**src/rtl/aes_mc_pkg.sv**
```systemverilog
// Shared definitions for the iterative AES MixColumns engine:
// FSM encoding, field constants and the GF(2^8) doubling helper.
package aes_mc_pkg;

  typedef enum logic [1:0] {
    ST_IDLE = 2'd0,
    ST_BUSY = 2'd1,
    ST_DONE = 2'd2
  } mc_state_e;

  localparam logic [7:0] AES_POLY = 8'h1B;
  localparam int         NB_COL   = 4;

  function automatic logic [7:0] xtime(input logic [7:0] x);
    return {x[6:0], 1'b0} ^ (x[7] ? AES_POLY : 8'h00);
  endfunction

endpackage

```
**src/rtl/aes_mc_col_dual.sv**
```systemverilog
// Combinational MixColumns / InvMixColumns for one 32-bit column.
// Inverse reuses the forward network after a cheap pre-transform.
module aes_mc_col_dual
  import aes_mc_pkg::*;
#(
  parameter int INV_EN = 1
) (
  input  logic [31:0] col_in,
  input  logic        inv,
  output logic [31:0] col_out
);

  logic       inv_g;
  logic [7:0] a0, a1, a2, a3;
  logic [7:0] u, v;
  logic [7:0] b0, b1, b2, b3;

  always_comb begin
    inv_g = inv & (INV_EN != 0);
    a0 = col_in[7:0];
    a1 = col_in[15:8];
    a2 = col_in[23:16];
    a3 = col_in[31:24];
    // multiply-by-4 terms that turn the forward matrix into the inverse one
    u = xtime(xtime(a0 ^ a2));
    v = xtime(xtime(a1 ^ a3));
    b0 = inv_g ? (a0 ^ u) : a0;
    b1 = inv_g ? (a1 ^ v) : a1;
    b2 = inv_g ? (a2 ^ u) : a2;
    b3 = inv_g ? (a3 ^ v) : a3;
    col_out[7:0]   = xtime(b0) ^ (xtime(b1) ^ b1) ^ b2 ^ b3;
    col_out[15:8]  = b0 ^ xtime(b1) ^ (xtime(b2) ^ b2) ^ b3;
    col_out[23:16] = b0 ^ b1 ^ xtime(b2) ^ (xtime(b3) ^ b3);
    col_out[31:24] = (xtime(b0) ^ b0) ^ b1 ^ b2 ^ xtime(b3);
  end

endmodule

```
**src/rtl/aes_mc_iter.sv**
```systemverilog
// Iterative MixColumns engine: transforms NCOL columns of a 128-bit AES
// state per cycle in place, with valid/ready handshakes on both sides.
module aes_mc_iter
  import aes_mc_pkg::*;
#(
  parameter int NCOL   = 1,
  parameter int INV_EN = 1
) (
  input  logic         clk,
  input  logic         rst_n,
  input  logic         in_valid,
  output logic         in_ready,
  input  logic [127:0] in_state,
  input  logic         in_inv,
  output logic         out_valid,
  input  logic         out_ready,
  output logic [127:0] out_state
);

  localparam int NGRP  = NB_COL / NCOL;
  localparam int CNT_W = (NGRP > 1) ? $clog2(NGRP) : 1;
  localparam int GRP_W = 32 * NCOL;
  localparam logic [CNT_W-1:0] CNT_LAST = CNT_W'(NGRP - 1);

  if (NCOL != 1 && NCOL != 2 && NCOL != 4) begin : g_bad_ncol
    $fatal(1, "aes_mc_iter: NCOL must be 1, 2 or 4");
  end

  mc_state_e          state_q, state_d;
  logic [CNT_W-1:0]   cnt_q, cnt_d;
  logic               mode_q, mode_d;
  logic [127:0]       work_q, work_d;
  logic [GRP_W-1:0]   grp_in, grp_out;
  logic               accept;

  assign grp_in = work_q[int'(cnt_q) * GRP_W +: GRP_W];

  for (genvar g = 0; g < NCOL; g++) begin : g_col
    aes_mc_col_dual #(.INV_EN(INV_EN)) u_col (
      .col_in (grp_in[32*g +: 32]),
      .inv    (mode_q),
      .col_out(grp_out[32*g +: 32])
    );
  end

  // in_ready in DONE follows out_ready so a new state can enter while draining
  assign in_ready  = rst_n & ((state_q == ST_IDLE) | ((state_q == ST_DONE) & out_ready));
  assign out_valid = (state_q == ST_DONE);
  assign out_state = (state_q == ST_DONE) ? work_q : '0;

  always_comb begin
    state_d = state_q;
    cnt_d   = cnt_q;
    mode_d  = mode_q;
    work_d  = work_q;
    accept  = in_valid & in_ready;
    unique case (state_q)
      ST_IDLE: begin
        if (accept) begin
          work_d  = in_state;
          mode_d  = in_inv;
          cnt_d   = '0;
          state_d = ST_BUSY;
        end
      end
      ST_BUSY: begin
        work_d[int'(cnt_q) * GRP_W +: GRP_W] = grp_out;
        cnt_d = cnt_q + CNT_W'(1);
        if (cnt_q == CNT_LAST) state_d = ST_DONE;
      end
      ST_DONE: begin
        if (accept) begin
          work_d  = in_state;
          mode_d  = in_inv;
          cnt_d   = '0;
          state_d = ST_BUSY;
        end else if (out_ready) begin
          state_d = ST_IDLE;
        end
      end
      default: state_d = ST_IDLE;
    endcase
  end

  always_ff @(posedge clk) begin
    if (!rst_n) begin
      state_q <= ST_IDLE;
      cnt_q   <= '0;
      mode_q  <= 1'b0;
    end else begin
      state_q <= state_d;
      cnt_q   <= cnt_d;
      mode_q  <= mode_d;
    end
  end

  // data register carries no reset; out_state is masked outside DONE
  always_ff @(posedge clk) begin
    work_q <= work_d;
  end

endmodule

```
**config.mk**
```make
export PLATFORM = sky130hd
export DESIGN_NAME = aes_mc_iter
export DESIGN_NICKNAME = d
export VERILOG_FILES = /design/src/rtl/aes_mc_pkg.sv /design/src/rtl/aes_mc_col_dual.sv /design/src/rtl/aes_mc_iter.sv
export SDC_FILE = /design/constraint.sdc
export NUM_CORES = 1
export LEC_CHECK = 0
export ABC_CLOCK_PERIOD_IN_PS = 3300
export BUFFER_PORTS_ARGS = -buffer_cell sky130_fd_sc_hd__buf_2
export CAP_MARGIN = 20
export CORE_MARGIN = 2
export CORE_UTILIZATION = 40
export DETAILED_ROUTE_END_ITERATION = 7
export PLACE_DENSITY = 0.65
export SETUP_SLACK_MARGIN = 0.4
export SYNTH_ARGS = -nofsm -noshare
export SYNTH_HDL_FRONTEND = slang
export SYNTH_SLANG_ARGS = --single-unit
```
**constraint.sdc**
```tcl
create_clock -name clk -period 3.3 [get_ports clk]
set_input_delay 0.825 -clock clk [delete_from_list [all_inputs] [get_ports clk]]
set_output_delay 0.825 -clock clk [all_outputs]
set_load 0.05 [all_outputs]
```
**Yosys cells after proc, flatten, opt, wreduce, memory -nomap -nowiden**

Cells that the tools add are included.

- Muxes and demuxes: 23
- Shift operators: 3
- Bitwise operators: 34
- Add/sub/neg operators: 2
- Eq/ne operators: 7
- Reduce and logical (&&, ||, !) cells: 6

Operators by type and width:

| cell | count |
|---|---|
| two-way mux 128 bit | 2 |
| case mux 128 bit (2 select lines) | 1 |
| XOR 8 bit | 30 |
| bitwise mux 128 bit | 1 |
| variable shift 32 x 33 -> 128 bit (first input constant) | 1 |
| variable part select 128 x 8 -> 32 bit | 1 |
| variable part select 32 x 33 -> 128 bit | 1 |
| two-way mux 5 bit | 8 |
| negator 7 -> 33 bit | 1 |
| two-way mux 8 bit | 4 |
| two-way mux 2 bit | 5 |
| case mux 2 bit (3 select lines) | 1 |
| equality test 2 bit (second input constant) | 2 |
| != test 2 bit (second input constant) | 2 |
| case mux 2 bit (2 select lines) | 1 |
| AND reduction 2 bit | 2 |
| AND 1 bit | 3 |
| != test 3 x 1 -> 1 bit (second input constant) | 1 |
| AND reduction 3 bit | 1 |
| adder 2 x 1 -> 2 bit (second input constant) | 1 |
| equality test 2 x 1 -> 1 bit (second input constant) | 1 |
| logical NOT 2 bit | 1 |
| != test 2 x 1 -> 1 bit (second input constant) | 1 |
| nonzero test 2 bit | 1 |
| 2 further kinds | 2 |

- Register bits: 133
- Output and inout port bits: 130
- Input bits: 133
- Logic and storage cells: 79

**Longest topological paths before layout**

- Depth in word-level cells: 17
- Mapped depth: 12
- Gate-level depth less buffers: 8

**By module**

A second synthesis with hierarchy kept.

- Cells, all modules: 695
- Area total of the unflattened synthesis: 8864.8 um^2

By module, submodules not included:

| module | area each (um^2) | times used | sequential area each (um^2) | cells an instance |
|---|---|---|---|---|
| aes_mc_iter | 7148.1 | 1 | 3943.8 | 523 |
| aes_mc_col_dual | 1716.6 | 1 | 0.0 | 172 |

**Worst setup path after synthesis**

Ideal clock, no wire load.

- Kind: input to register
- Start point: input port rst_n
- End point: register work_q[32] (enable)
- Setup slack: -1.453 ns
- Library setup time: 0.432 ns
- Arrival time: 4.321 ns
- Path buffers: 0
- Stages: 4
- Cell sequence: inv_1 a211oi_1 a21oi_1 a21oi_1

- Word-level cells in the longest chain between the ends: 4

RTL lines:

| item | line | RTL |
|---|---|---|
| start: declaration | aes_mc_iter.sv:10 | `input logic rst_n,` |
| AND 1 bit | aes_mc_iter.sv:47 | `assign in_ready = rst_n & ((state_q == ST_IDLE) \| ((state_q == ST_DONE) & out_ready));` |
| named net in_ready | aes_mc_iter.sv:12 | `output logic in_ready,` |
| AND 1 bit | aes_mc_iter.sv:56 | `accept = in_valid & in_ready;` |
| != test 2 x 1 -> 1 bit (no line) | n/a |  |
| AND reduction 2 bit (no line) | n/a |  |
| end signal: assignment | aes_mc_iter.sv:99 | `work_q <= work_d;` |
| end: declaration | aes_mc_iter.sv:32 | `logic [127:0] work_q, work_d;` |

The timed path passes the listed nets, and every way through them passes these cells.
A chain may end at the register's enable or synchronous reset.

**Worst setup path in the final report**

- Start point: register cnt_q[0]
- End point: register work_q[91], data pin

- Word-level cells in the longest chain between the ends: 15
- Elaborated cells between the ends (all ways): 48
- Those cells by class: 1 x add/sub; 3 x shift; 14 x mux; 30 x bitwise

RTL lines:

| item | line | RTL |
|---|---|---|
| start: declaration | aes_mc_iter.sv:30 | `logic [CNT_W-1:0] cnt_q, cnt_d;` |
| start signal: assignment | aes_mc_iter.sv:92 | `cnt_q <= cnt_d;` |
| variable part select 128 x 8 -> 32 bit | aes_mc_iter.sv:36 | `assign grp_in = work_q[int'(cnt_q) * GRP_W +: GRP_W];` |
| XOR 8 bit, on equally long branches | aes_mc_col_dual.sv:26, aes_mc_col_dual.sv:25 |  |
| XOR 8 bit / two-way mux 5 bit (equally long branches) (2 in series) | aes_mc_pkg.sv:15 | `return {x[6:0], 1'b0} ^ (x[7] ? AES_POLY : 8'h00);` |
| XOR 8 bit, on equally long branches | aes_mc_col_dual.sv:28, aes_mc_pkg.sv:15, aes_mc_col_dual.sv:27 |  |
| two-way mux 8 bit (tied with other cells) | aes_mc_col_dual.sv:28 | `b1 = inv_g ? (a1 ^ v) : a1;` |
| two-way mux 5 bit (tied with other cells) | aes_mc_pkg.sv:15 |  |
| XOR 8 bit | aes_mc_pkg.sv:15 |  |
| XOR 8 bit, on equally long branches (4 in series) | aes_mc_col_dual.sv:31, aes_mc_col_dual.sv:34 |  |
| variable part select 32 x 33 -> 128 bit | aes_mc_iter.sv:67 | `work_d[int'(cnt_q) * GRP_W +: GRP_W] = grp_out;` |
| bitwise mux 128 bit * | aes_mc_iter.sv:67 |  |
| case mux 128 bit (2 select lines) * | aes_mc_iter.sv:57 | `unique case (state_q)` |
| named net work_d[91] | aes_mc_iter.sv:32 |  |

Mark *: on every way through the listed nets, which the timed path passes. The rest lies on a longest branch.

==> flow_summary_export.csv <==
group,metric,value,unit
floorplanning,die_w,157.7,µm
clock_network,hold_buffers,0,
power,p_leak,6.402,nW
clock_network,clk_root_buffer_cell,"clkbuf_16",
critical_path,crit_path_start_kind,"flop",
power,powerDensity,742.2,nW/µm²
yosys,synth_area_leaders,"edfxtp_1 (41%), and2_1 (8.5%), o22ai_1 (7.9%)",
global_route,grt_pass1_vias,7764,
critical_path,cp.arrival,3380,ps
outcome,status,"finished, final reports clean",
route,drt_first_pass_iters,5,
clock_network,htreeDepth,4,
finish,final-instance-count-excl-fill,1539,
floorplanning,num_rows,56,
route,remaining_drc_errors,0,
sta,finalCritPeriodShare,0.9758,
yosys,syn_area,9444,µm²
yosys,async_flop_share,0,
global_route,grt_pass1_wl,45850,µm
yosys,yosys_warnings,0,
place,hpwl,23270,µm
power,p_int,0.006407,W
floorplanning,die_h,157.7,µm
finish,drive_gt1_frac,0.5270,
route,dr.first_iter.drc_count,676,
power,switching_share,0.3808,
sta,skew,5.949,ps
critical_path,cp.required,3460,ps
sta,worstMarginPinSlew,715.5,ps
yosys,synth_area_leader_cell,"edfxtp_1",
power,pwr-share-seq,0.215,
sta,slew_viol_final,0,
clock_network,cts_tree,"built",
flow_run,cap_violations,0,
finish,n_antenna_cell,0,
clock_network,clk_pin_slew_worst_paths,60,ps
route,vias_per_cell,5.149,
place,dp.cells,1426,
sta,period_needed,3220,ps
sta,relSlewSlack,0.5230,
yosys,synth_top_area_frac,0.4070,
yosys,netlist_instances,823,
floorplanning,dieArea,24860,µm²
yosys,synth_nets,960,
global_route,antenna_found_initial,0,
yosys,ys_seq_area_frac,0.4176,
route,ant_nets,0,
clock_network,cts.sinks,133,
sta,rsz0062_at_grt,"true",
yosys,synth_edf_count,128,
route,vias,7924,
critical_path,ff2ff_path_depth,11,
critical_path,endpoint_kind,"flop",
critical_path,criticalPathCategory,"flop to flop",
critical_path,crit_fanout,10,
power,power_frac_comb,0.618,
worst_hold_path,hold_depth,2,
worst_hold_path,hold_path_class,"input port to flop",
finish,areaGrowthSynthToFinish,47.62,%
sta,setup_viol,0,
power,clkPwrFrac,0.167,
finish,fin_util,0.5975,
power,p_sw,0.003941,W
yosys,syn_area_per_cell,11.48,µm²
power,vdd_drop_max,0.4729,mV
finish,num-nets-final,1346,
sta,hold_violations,0,
floorplanning,initial_core_util,0.4048,
sta,fmaxAchievable,310.6,MHz
floorplanning,core_region_area,23330,µm²
yosys,synth_cell_type_count,40,
clock_network,insertion_delay,420,ps
route,wl_per_cell,21.11,µm
global_route,grt_max_degree,67,
floorplanning,ios,263,
yosys,synth_ff_type,"edfxtp_1",
global_route,grt.total_usage,0.2543,
clock_network,clock_path_buffers,2,
route,wirelength,32490,µm
place,gp_congestion,1.013,
yosys,ys_ff_latch,133,
global_route,grt_overflow_total,0,
place,io_buffers,262,
clock_network,cts_made_buffers,17,
==> final timing paths <==
kind	slack (ps)	end	from
setup / recovery	80	work_q[91]	cnt_q[0]
hold reg to reg	680	cnt_q[1]	cnt_q[1]
hold / removal	640	state_q[0]	rst_n
setup reg to reg	80	work_q[91]	cnt_q[0]
==> layout by cell type (no fill, tap or decap), types with 3 or more instances in the layout <==
master      synthesis  final
nand2_4             2      8
ha_1                4      4
xor2_1             48     14
buf_6               3     18
clkbuf_16           0     17
xnor3_1            13      3
xnor2_2             7     43
xor2_2              6     18
and2_1            129    129
buf_2               2    262
xnor2_1            78     25
o22ai_2             8     16
edfxtp_1          128    128
inv_1             137    137
a21oi_4             0      3
mux4_2             26     32
nand2_2             4      8
nand2_1            13      3
clkinv_2            0      5
o22ai_1           120    112
xor2_4              6     28
xnor2_4             3     20
clkinvlp_4          0      4
buf_12              3      8
xnor3_2             2     12
buf_4               1    128
nand4_1             4      4
==> sequential cells by signal (all words and copies together) (netlist names) <==
name     flops
work_q     128
cnt_q        2
mode_q       1
state_q      2
==> metal layers <==
metal / vias up / wire length (µm) / share of wire / track usage
li1: 3563 / - / - / -
met1: 3888 / 13000 / 0.40 / 0.3351
met2: 415 / 15950 / 0.49 / 0.4230
met3: 58 / 2572 / 0.079 / 0.05037
met4: 0 / 964 / 0.030 / 0.08182
met5: - / 0 / 0 / 0
==> what timing repair did <==
action | 4_1_cts | 5_1_grt
hold endpoints to repair | 0 | 0
gates cloned | 0 | 0
pin swaps | 71 | 45
setup endpoints to repair | 128 | 188
buffers inserted | 46 | 37
gates resized for setup | 104 | 56
==> synthesized netlist by cell type (2+ instances only) <==
master	instances
inv_1	137
and2_1	129
xnor3_2	2
nand2_1	13
buf_12	3
nand3_1	2
buf_6	3
dfxtp_1	5
buf_2	2
edfxtp_1	128
mux4_2	26
mux4_1	6
mux2i_1	2
nor2_1	3
xor2_1	48
o22ai_1	120
a21oi_1	6
xnor2_4	3
nand2_4	2
xnor3_1	13
nand4_1	4
nand2_2	4
clkbuf_8	8
xnor2_1	78
xor2_4	6
clkbuf_1	33
xor2_2	6
ha_1	4
xnor2_2	7
o22ai_2	8
nor2b_1	3
==> power by group through the flow <==
stage | clock [W] | sequential, W | combinational, W
after floorplan | 0 | 0.00219 | 0.00316
after global placement | 0 | 0.00225 | 0.00458
after detailed placement | 0 | 0.00225 | 0.00457
after CTS | 0.00174 | 0.00222 | 0.00570
after global routing | 0.00182 | 0.00224 | 0.00664
final | 0.00173 | 0.00222 | 0.00640
==> stage by stage <==
step / setup WS [ps] / setup TNS [ps] / power (W) / instance area (µm²) / hold WS [ps]
after global placement: -301.6 / -3945 / 0.006830 / 11680 / 636.5
after detailed placement: -221.3 / -2441 / 0.006824 / 11680 / 652.9
after global routing: -34.33 / -116.8 / 0.01070 / 13940 / 628.2
after floorplan: 176.4 / 0 / 0.005349 / 9707 / 595.8
final: 79.95 / 0 / 0.01035 / 13940 / 636.6
after CTS: 117.6 / 0 / 0.009663 / 13240 / 620.8
==> worst max-delay path, stage by stage, from the launching register on <==
cell and delay (ps):
dfxtp_4 400, buf_12 160, buf_12 110, mux4_2 570, xor2_2 200, xnor2_1 220
nand2_2 160, xor2_4 240, xnor3_1 460, xor2_2 200, buf_6 150, o22ai_1 60
==> kinds of logic after synthesis <==
| kind of cell | synth area share |
|---|---|
| AND/OR/NAND/NOR | 0.1047 |
| multiplexers | 0.08082 |
| AO/OA/AOI/OAI | 0.09539 |
| buffers and inverters | 0.09208 |
| XOR/XNOR | 0.2042 |
| flip-flops | 0.4176 |
| adder cells (fa/ha/maj) | 0.005300 |
==> layout make-up <==
type	instances	area, µm²
Sequential cell	133	3953
Timing Repair Buffer	418	2665
Multi-Input combinational cell	502	5888
Inverter	137	514.2
Clock inverter	11	88.84
Tap cell	319	399.1
Clock buffer	19	432.9
Fill cell	1899	9392
(Power assumes the default switching activity.)
